===== src/rtl/tcp_tx_pkt_queue.sv =====
// Packet FIFO between the TCP TX protocol-calculation stage and packet assembly.
// Define TCP_TX_PKT_QUEUE_STATS_EN to build the packet/byte statistics counters.

`ifndef IP_ADDR_W
`define IP_ADDR_W 32
`endif

package tcp_tx_pkt_queue_pkg;
    parameter int FLOWID_W = 10;

    typedef struct packed {
        logic [15:0] src_port;
        logic [15:0] dst_port;
        logic [31:0] seq_num;
        logic [31:0] ack_num;
        logic [7:0]  flags;
        logic [15:0] window;
    } tcp_pkt_hdr;

    typedef struct packed {
        logic [31:0] addr;
        logic [15:0] len;
    } payload_buf_struct;
endpackage

module tcp_tx_pkt_queue
    import tcp_tx_pkt_queue_pkg::*;
#(
    parameter int DEPTH = 8,
    parameter int CNT_W = 32
) (
    input  logic                          clk,
    input  logic                          rst,
    input  logic                          proto_calc_tx_queue_val,
    output logic                          proto_calc_tx_queue_rdy,
    input  tcp_pkt_hdr                    proto_calc_tx_pkt_hdr,
    input  logic [FLOWID_W-1:0]           proto_calc_tx_flowid,
    input  logic [`IP_ADDR_W-1:0]         proto_calc_tx_src_ip_addr,
    input  logic [`IP_ADDR_W-1:0]         proto_calc_tx_dst_ip_addr,
    input  payload_buf_struct             proto_calc_tx_payload,
    output logic                          tx_queue_assembler_val,
    input  logic                          tx_queue_assembler_rdy,
    output tcp_pkt_hdr                    tx_queue_assembler_pkt_hdr,
    output logic [FLOWID_W-1:0]           tx_queue_assembler_flowid,
    output logic [`IP_ADDR_W-1:0]         tx_queue_assembler_src_ip_addr,
    output logic [`IP_ADDR_W-1:0]         tx_queue_assembler_dst_ip_addr,
    output payload_buf_struct             tx_queue_assembler_payload,
    output logic [$clog2(DEPTH):0]        tx_queue_occupancy,
    input  logic                          tx_queue_stats_clr,
    output logic [CNT_W-1:0]              tx_queue_pkt_cnt,
    output logic [CNT_W-1:0]              tx_queue_byte_cnt
);

    localparam int AW = $clog2(DEPTH);

    typedef struct packed {
        tcp_pkt_hdr              hdr;
        logic [FLOWID_W-1:0]     flowid;
        logic [`IP_ADDR_W-1:0]   src_ip;
        logic [`IP_ADDR_W-1:0]   dst_ip;
        payload_buf_struct       payload;
    } entry_t;

    entry_t         mem_r [DEPTH];
    entry_t         head_s;
    logic [AW:0]    wr_ptr_r;
    logic [AW:0]    rd_ptr_r;
    logic [AW:0]    occ_r;
    logic           full_s;
    logic           empty_s;
    logic           push_s;
    logic           pop_s;

    // Wrap bit distinguishes full from empty when the index bits match.
    assign full_s  = (wr_ptr_r[AW-1:0] == rd_ptr_r[AW-1:0]) && (wr_ptr_r[AW] != rd_ptr_r[AW]);
    assign empty_s = (wr_ptr_r == rd_ptr_r);
    assign push_s  = proto_calc_tx_queue_val & ~full_s;
    assign pop_s   = tx_queue_assembler_rdy & ~empty_s;

    assign proto_calc_tx_queue_rdy = ~full_s;
    assign tx_queue_assembler_val  = ~empty_s;
    assign tx_queue_occupancy      = occ_r;

    assign head_s                         = mem_r[rd_ptr_r[AW-1:0]];
    assign tx_queue_assembler_pkt_hdr     = head_s.hdr;
    assign tx_queue_assembler_flowid      = head_s.flowid;
    assign tx_queue_assembler_src_ip_addr = head_s.src_ip;
    assign tx_queue_assembler_dst_ip_addr = head_s.dst_ip;
    assign tx_queue_assembler_payload     = head_s.payload;

    // Entry storage; contents are don't-care until written, so no reset.
    always_ff @(posedge clk) begin
        if (push_s) begin
            mem_r[wr_ptr_r[AW-1:0]] <= '{hdr:     proto_calc_tx_pkt_hdr,
                                         flowid:  proto_calc_tx_flowid,
                                         src_ip:  proto_calc_tx_src_ip_addr,
                                         dst_ip:  proto_calc_tx_dst_ip_addr,
                                         payload: proto_calc_tx_payload};
        end
    end

    // Pointer and occupancy bookkeeping.
    always_ff @(posedge clk or negedge rst) begin
        if (!rst) begin
            wr_ptr_r <= {(AW+1){1'b0}};
            rd_ptr_r <= {(AW+1){1'b0}};
            occ_r    <= {(AW+1){1'b0}};
        end else begin
            if (push_s) begin
                wr_ptr_r <= wr_ptr_r + {{AW{1'b0}}, 1'b1};
            end
            if (pop_s) begin
                rd_ptr_r <= rd_ptr_r + {{AW{1'b0}}, 1'b1};
            end
            case ({push_s, pop_s})
                2'b10:   occ_r <= occ_r + {{AW{1'b0}}, 1'b1};
                2'b01:   occ_r <= occ_r - {{AW{1'b0}}, 1'b1};
                default: occ_r <= occ_r;
            endcase
        end
    end

`ifdef TCP_TX_PKT_QUEUE_STATS_EN
    logic [CNT_W-1:0] pkt_cnt_r;
    logic [CNT_W-1:0] byte_cnt_r;

    // Statistics; a clear wins over a coincident push.
    always_ff @(posedge clk or negedge rst) begin
        if (!rst) begin
            pkt_cnt_r  <= {CNT_W{1'b0}};
            byte_cnt_r <= {CNT_W{1'b0}};
        end else if (tx_queue_stats_clr) begin
            pkt_cnt_r  <= {CNT_W{1'b0}};
            byte_cnt_r <= {CNT_W{1'b0}};
        end else if (push_s) begin
            pkt_cnt_r  <= pkt_cnt_r + {{(CNT_W-1){1'b0}}, 1'b1};
            byte_cnt_r <= byte_cnt_r + CNT_W'(proto_calc_tx_payload.len);
        end else begin
            pkt_cnt_r  <= pkt_cnt_r;
            byte_cnt_r <= byte_cnt_r;
        end
    end

    assign tx_queue_pkt_cnt  = pkt_cnt_r;
    assign tx_queue_byte_cnt = byte_cnt_r;
`else
    logic unused_stats_clr_s;

    assign unused_stats_clr_s = tx_queue_stats_clr;
    assign tx_queue_pkt_cnt   = {CNT_W{1'b0}};
    assign tx_queue_byte_cnt  = {CNT_W{1'b0}};
`endif

endmodule


===== config.mk =====
export PLATFORM = sky130hd
export DESIGN_NAME = tcp_tx_pkt_queue
export DESIGN_NICKNAME = d
export VERILOG_FILES = /design/src/rtl/tcp_tx_pkt_queue.sv
export SDC_FILE = /design/constraint.sdc
export NUM_CORES = 2
export LEC_CHECK = 0
export CAP_MARGIN = 20
export CORE_AREA = 2 2 355 357
export CTS_BUF_LIST = sky130_fd_sc_hd__clkbuf_4 sky130_fd_sc_hd__clkbuf_8
export DETAILED_ROUTE_END_ITERATION = 16
export DIE_AREA = 0 0 357 359
export GPL_TIMING_DRIVEN = 0
export PLACE_DENSITY = 0.81
export SETUP_SLACK_MARGIN = 0.3
export SKIP_LAST_GASP = 1
export SYNTH_ARGS = -nofsm -noshare
export SYNTH_HDL_FRONTEND = slang
export SYNTH_SLANG_ARGS = --single-unit

===== constraint.sdc =====
create_clock -name clk -period 28.5 [get_ports clk]
set_input_delay 5.7 -clock clk [delete_from_list [all_inputs] [get_ports clk]]
set_output_delay 5.7 -clock clk [all_outputs]
set_load 0.02 [all_outputs]

Word level (Yosys, flattened, before mapping) --
Memories as Yosys holds them, arrays and structs flattened. Cells that the tools add are included.
Storage, ports and cells: register bits after elaboration 12, memory bits (writable) 1936, input port bits 247, output and inout bits 312, logic and storage cells 22, memories 1
Cells by class: add/sub/neg operators 4, equal/unequal tests 5, mux-type cells 3, bitwise operators 4, reduce and logical (&&, ||, !) cells 2
Memories:
- mem_r | depth 8, width 242, rd ports 1, clocked after memory_dff 0, wr ports 1, RTL line 64 | entry_t mem_r [DEPTH];
Operator list (number):
- 4-bit by 1-bit adder with 4-bit output, second input constant | 3
- 4-bit case mux with 2 select lines | 1
- 4-bit equality test | 1
- 4-bit by 1-bit subtractor with 4-bit output, second input constant | 1
- 3-bit equality test | 1
- 1-bit AND | 2
- 2-bit by 1-bit equality test with 1-bit output, second input constant | 1
- 2-bit equality test, second input constant | 1
- 1-bit 2-to-1 mux | 2
- 1-bit inverter | 2
- 2-bit nonzero test | 1
- 1-bit logical AND | 1
- 1-bit inequality test | 1

Longest topological paths before layout --
word-level depth 6, mapped depth 12

Worst setup path after synthesis --
OpenSTA, ideal clock, no wires.
path type input to register, start input proto_calc_tx_queue_val, end memory mem_r[4][0] (netlist bit), enable pin, library setup time 1437 ps, data arrival time 28479 ps, data required time 27063 ps, slack -1417 ps, stages on the path 2, path buffers 0, cells stage by stage nand2_1 -> nor4_1
Between the ends: longest elaborated chain between the ends 3
RTL lines:
- start: declaration | RTL line 34 | input logic proto_calc_tx_queue_val,
- 1-bit AND | RTL line 77 | assign push_s = proto_calc_tx_queue_val & ~full_s;
- 1-bit 2-to-1 mux | RTL line 93 | if (push_s) begin
- 1-bit 2-to-1 mux (implied by the code) | RTL line 94 | mem_r[wr_ptr_r[AW-1:0]] <= '{hdr: proto_calc_tx_pkt_hdr,
- end: declaration | RTL line 64
Every way passes these cells.

==> impl_metrics.tcl <==
set metrics [dict create \
    clock-skew-final_ns 0.0684 \
    start_util_pct 59.3 \
    min_to "tx_queue_occupancy[2]" \
    ys_types 36 \
    hold_start "tx_queue_occupancy[2]" \
    r2r-start "rd_ptr_r[1]" \
    cts-htree-levels 5 \
    cp-start-kind "flop" \
    post-cts-setup-buffers 0 \
    path_max_fanout 10 \
    cap_violations 0 \
    critPathCaptureType "output pin" \
    fin_crit_sh_pct 35.0 \
    synth.avg_cell_area_um2 25.1 \
    hpwlAfterDp_um 108000 \
    crit_family "buffers and inverters" \
    clock-root-buffer "clkbuf_8" \
    period_minus_slack_ns 9.97 \
    tns_ns 0 \
    core_mm2 0.125 \
    synth-main-ff-cell "edfxtp_1" \
    finalHoldViolCount 0 \
    dieHeight_um 359 \
    grt_use_total_pct 25.9 \
    synth.area.top_cells "edfxtp_1, mux4_2, mux2_2" \
    cp.required_ns 22.80 \
    synth_top_cell_area_share_pct 78.6 \
    ir_drop_mv 0.0934 \
    clkTransAtPathRegs_ns 0.06 \
    cellLeakagePower_nw 29.2 \
    antenna_found_initial 23 \
    p_comb_share_pct 38.2 \
    setup-violations-final 0 \
    gp_congestion 0.726 \
    ff2ff_path_depth 13 \
    seqPwrFrac_pct 38.7 \
    grt_pass1_wl_um 241000 \
    rsz0062_at_grt "false" \
    ys_seq_elements 1948 \
    drc 0 \
    postLayoutCellArea_mm2 0.0896 \
    synth_area_mm2 0.0739 \
    crit_slowest_cell "buf_1" \
    p_sw_share_pct 31.5 \
    die_w_um 357 \
    cts_inserted_buffers 316 \
    status "finished, final reports clean" \
    netlist_instances 2941 \
    num_rows 130 \
    fin_nets 4259 \
    drt_iter0_drc 3586 \
    portBuffers 493 \
    synth.largest_area_cell "edfxtp_1" \
    max_stage_delay_ns 0.68 \
    synth_compound_area_share_pct 0.0965 \
    nFillCells 6700 \
    cts_sinks 1948 \
    crit_buf_inv 4 \
    async_flop_share_pct 0.616 \
    grt_max_degree 27 \
    syn2layout_area_growth_pct 21.1 \
    synth_simple_gate_area_share_pct 0.190 \
    grt_pass1_vias 36800 \
    synth-adder-area-share_pct 0.112 \
    synth_xor_area_share_pct 0.118 \
    multi_input_area_mm2 0.0144 \
    route.vias.total 35300 \
    r2r_slack_ns 24.65 \
    cts_resized 0 \
    crit_path_cell_trace "buf_2 -> buf_2 -> buf_1 -> mux4_2 -> mux2_2 -> clkdlybuf4s50_1" \
    p_clk_share_pct 23.2 \
    clk_latency_ns 1.01 \
    path_class "flop to output pin" \
    seq_area_frac_synth_pct 79.0 \
    synth_mux_area_share_pct 18.5 \
    slew_headroom_pct 38.8 \
    clockBufferDepth 4 \
    dpl_cell_area_mm2 0.0838 \
    ff_latch_area_mm2 0.0584 \
    hold_path.class "flop to flop" \
    pwr_density_cell_mw_per_mm2 107 \
    synth-edff-count 1936 \
    ctsHoldBuffers 0 \
    holdPathStages 2 \
    antenna_left 0 \
    overflow 0 \
    power.switching_mw 3.03 \
    critPathMostFrequentCell "buf_2" \
    intPower_mw 6.57 \
    max_freq_ghz 0.100 \
    detail_route.first_pass.iterations 7 \
    timing.rr.end "mem_r[5][139]" \
    yosysWarnings 0 \
    routedWlPerCell_um 28.1 \
    drv_slew 0 \
    worst_slew_pin_slew_ns 0.912 \
    wirelength_um 165000 \
    viasPerCell 6.03 \
    synth_top_family_by_area "multiplexers" \
    cts_tree "yes" \
    cp.arrival_ns 4.27 \
    pin_count 559 \
    drive_gt1_share_pct 36.2 \
    die_area_mm2 0.128 \
]
## cells by family after synthesis
logic type / Yosys count
DFF: 1948
adders and majority gates: 6
other: 1
xor gates and xnor gates: 10
buffers and inverters: 208
AOI/OAI and AO/OA: 10
muxes: 731
and+or+nand+nor: 27
## metrics by stage
step / utilization [%] / setup slack (ns) / hold WS, ns / std cells / power (mW)
after detailed placement: 67.3 / 19.52 / 0.512 / 5338 / 7.44
after global placement: 65.2 / -12.61 / 0.504 / 5147 / 7.69
after floorplan: - / 4.92 / 0.487 / 3004 / 6.11
final: 71.9 / 18.53 / 0.534 / 5865 / 9.60
after CTS: 71.8 / 18.38 / 0.531 / 5849 / 9.69
after global routing: 71.9 / 18.38 / 0.574 / 5857 / 9.96
## worst max path at each step
stage | from | end | cells past startpoint
after global placement | proto_calc_tx_queue_val | mem_r[0][139] | 3
after CTS | rd_ptr_r[1] | tx_queue_assembler_pkt_hdr[49] | 6
after floorplan | proto_calc_tx_queue_val | mem_r[0][0] | 2
final | rd_ptr_r[1] | tx_queue_assembler_pkt_hdr[48] | 6
after detailed placement | proto_calc_tx_queue_val | mem_r[0][136] | 10
after global routing | rd_ptr_r[1] | tx_queue_assembler_pkt_hdr[49] | 6
## worst register-to-register path: cells and delay by family, from the launching register on
kind | cells | cell delay, ns
DFF | 1 | 0.36
buffers and inverters | 8 | 1.71
and+or+nand+nor | 4 | 1.24
xor gates and xnor gates | 1 | 0.21
## layer usage
metal | track usage, % | wire length, um | vias up | part of all wire [%]
met4 | 7.65 | 3790 | 30 | 2.3
met2 | 41.2 | 82100 | 1670 | 50
met3 | 7.50 | 15600 | 264 | 9.5
met1 | 35.4 | 62900 | 18700 | 38
met5 | 0 | 208 | - | 0.13
li1 | - | - | 14700 | -
## registers in the layout (all words and copies together) (netlist names)
signal	count
rd_ptr_r	4
tx_queue_occupancy	4
mem_r	1936
wr_ptr_r	4
## synthesized netlist by cell type, drive strengths merged, types with 4 or more instances
| cell type | instances |
|---|---|
| edfxtp | 1936 |
| mux4 | 484 |
| mux2 | 245 |
| buf | 172 |
| clkbuf | 30 |
| dfrtp | 12 |
| xnor2 | 8 |
| nand2 | 7 |
| inv | 6 |
| ha | 5 |
| nand3 | 4 |
| nor2 | 4 |
| nor3 | 4 |
## layout make-up
type | instances | share of cell area, %
clock buffers | 410 | 5.71
diodes | 16 | 0.0447
repair buffers | 684 | 8.43
inverters | 6 | 0.0251
flip-flops and latches | 1948 | 65.2
well taps | 1650 | 2.31
plain buffers | 202 | 1.58
clock inverters | 101 | 0.631
multi-input cells | 848 | 16.0
## power by group through the flow
stage               logic [mW]  registers, mW  clock network [mW]
finish                    3.66           3.71                2.22
global route              3.84           3.74                2.39
CTS                       3.71           3.71                2.27
detailed placement        3.68           3.77                   0
global placement          3.46           4.24                   0
floorplan                 2.13           3.98                   0
## cells in the final DEF (no fill, tap or decap), drive strengths merged, types with 2 or more instances in the layout
| master | instances |
|---|---|
| a21oi | 2 |
| a41oi | 2 |
| buf | 363 |
| bufinv | 5 |
| clkbuf | 440 |
| clkdlybuf4s50 | 493 |
| clkinv | 88 |
| clkinvlp | 6 |
| conb | 64 |
| dfrtp | 12 |
| diode | 16 |
| edfxtp | 1936 |
| ha | 5 |
| inv | 8 |
| mux2 | 245 |
| mux2i | 2 |
| mux4 | 484 |
| nand2 | 7 |
| nand3 | 4 |
| nand4 | 2 |
| nor2 | 4 |
| nor3 | 4 |
| nor4 | 2 |
| o21ai | 2 |
| xnor2 | 8 |
| xor2 | 2 |
No activity file was read; power rests on OpenSTA's default activity.
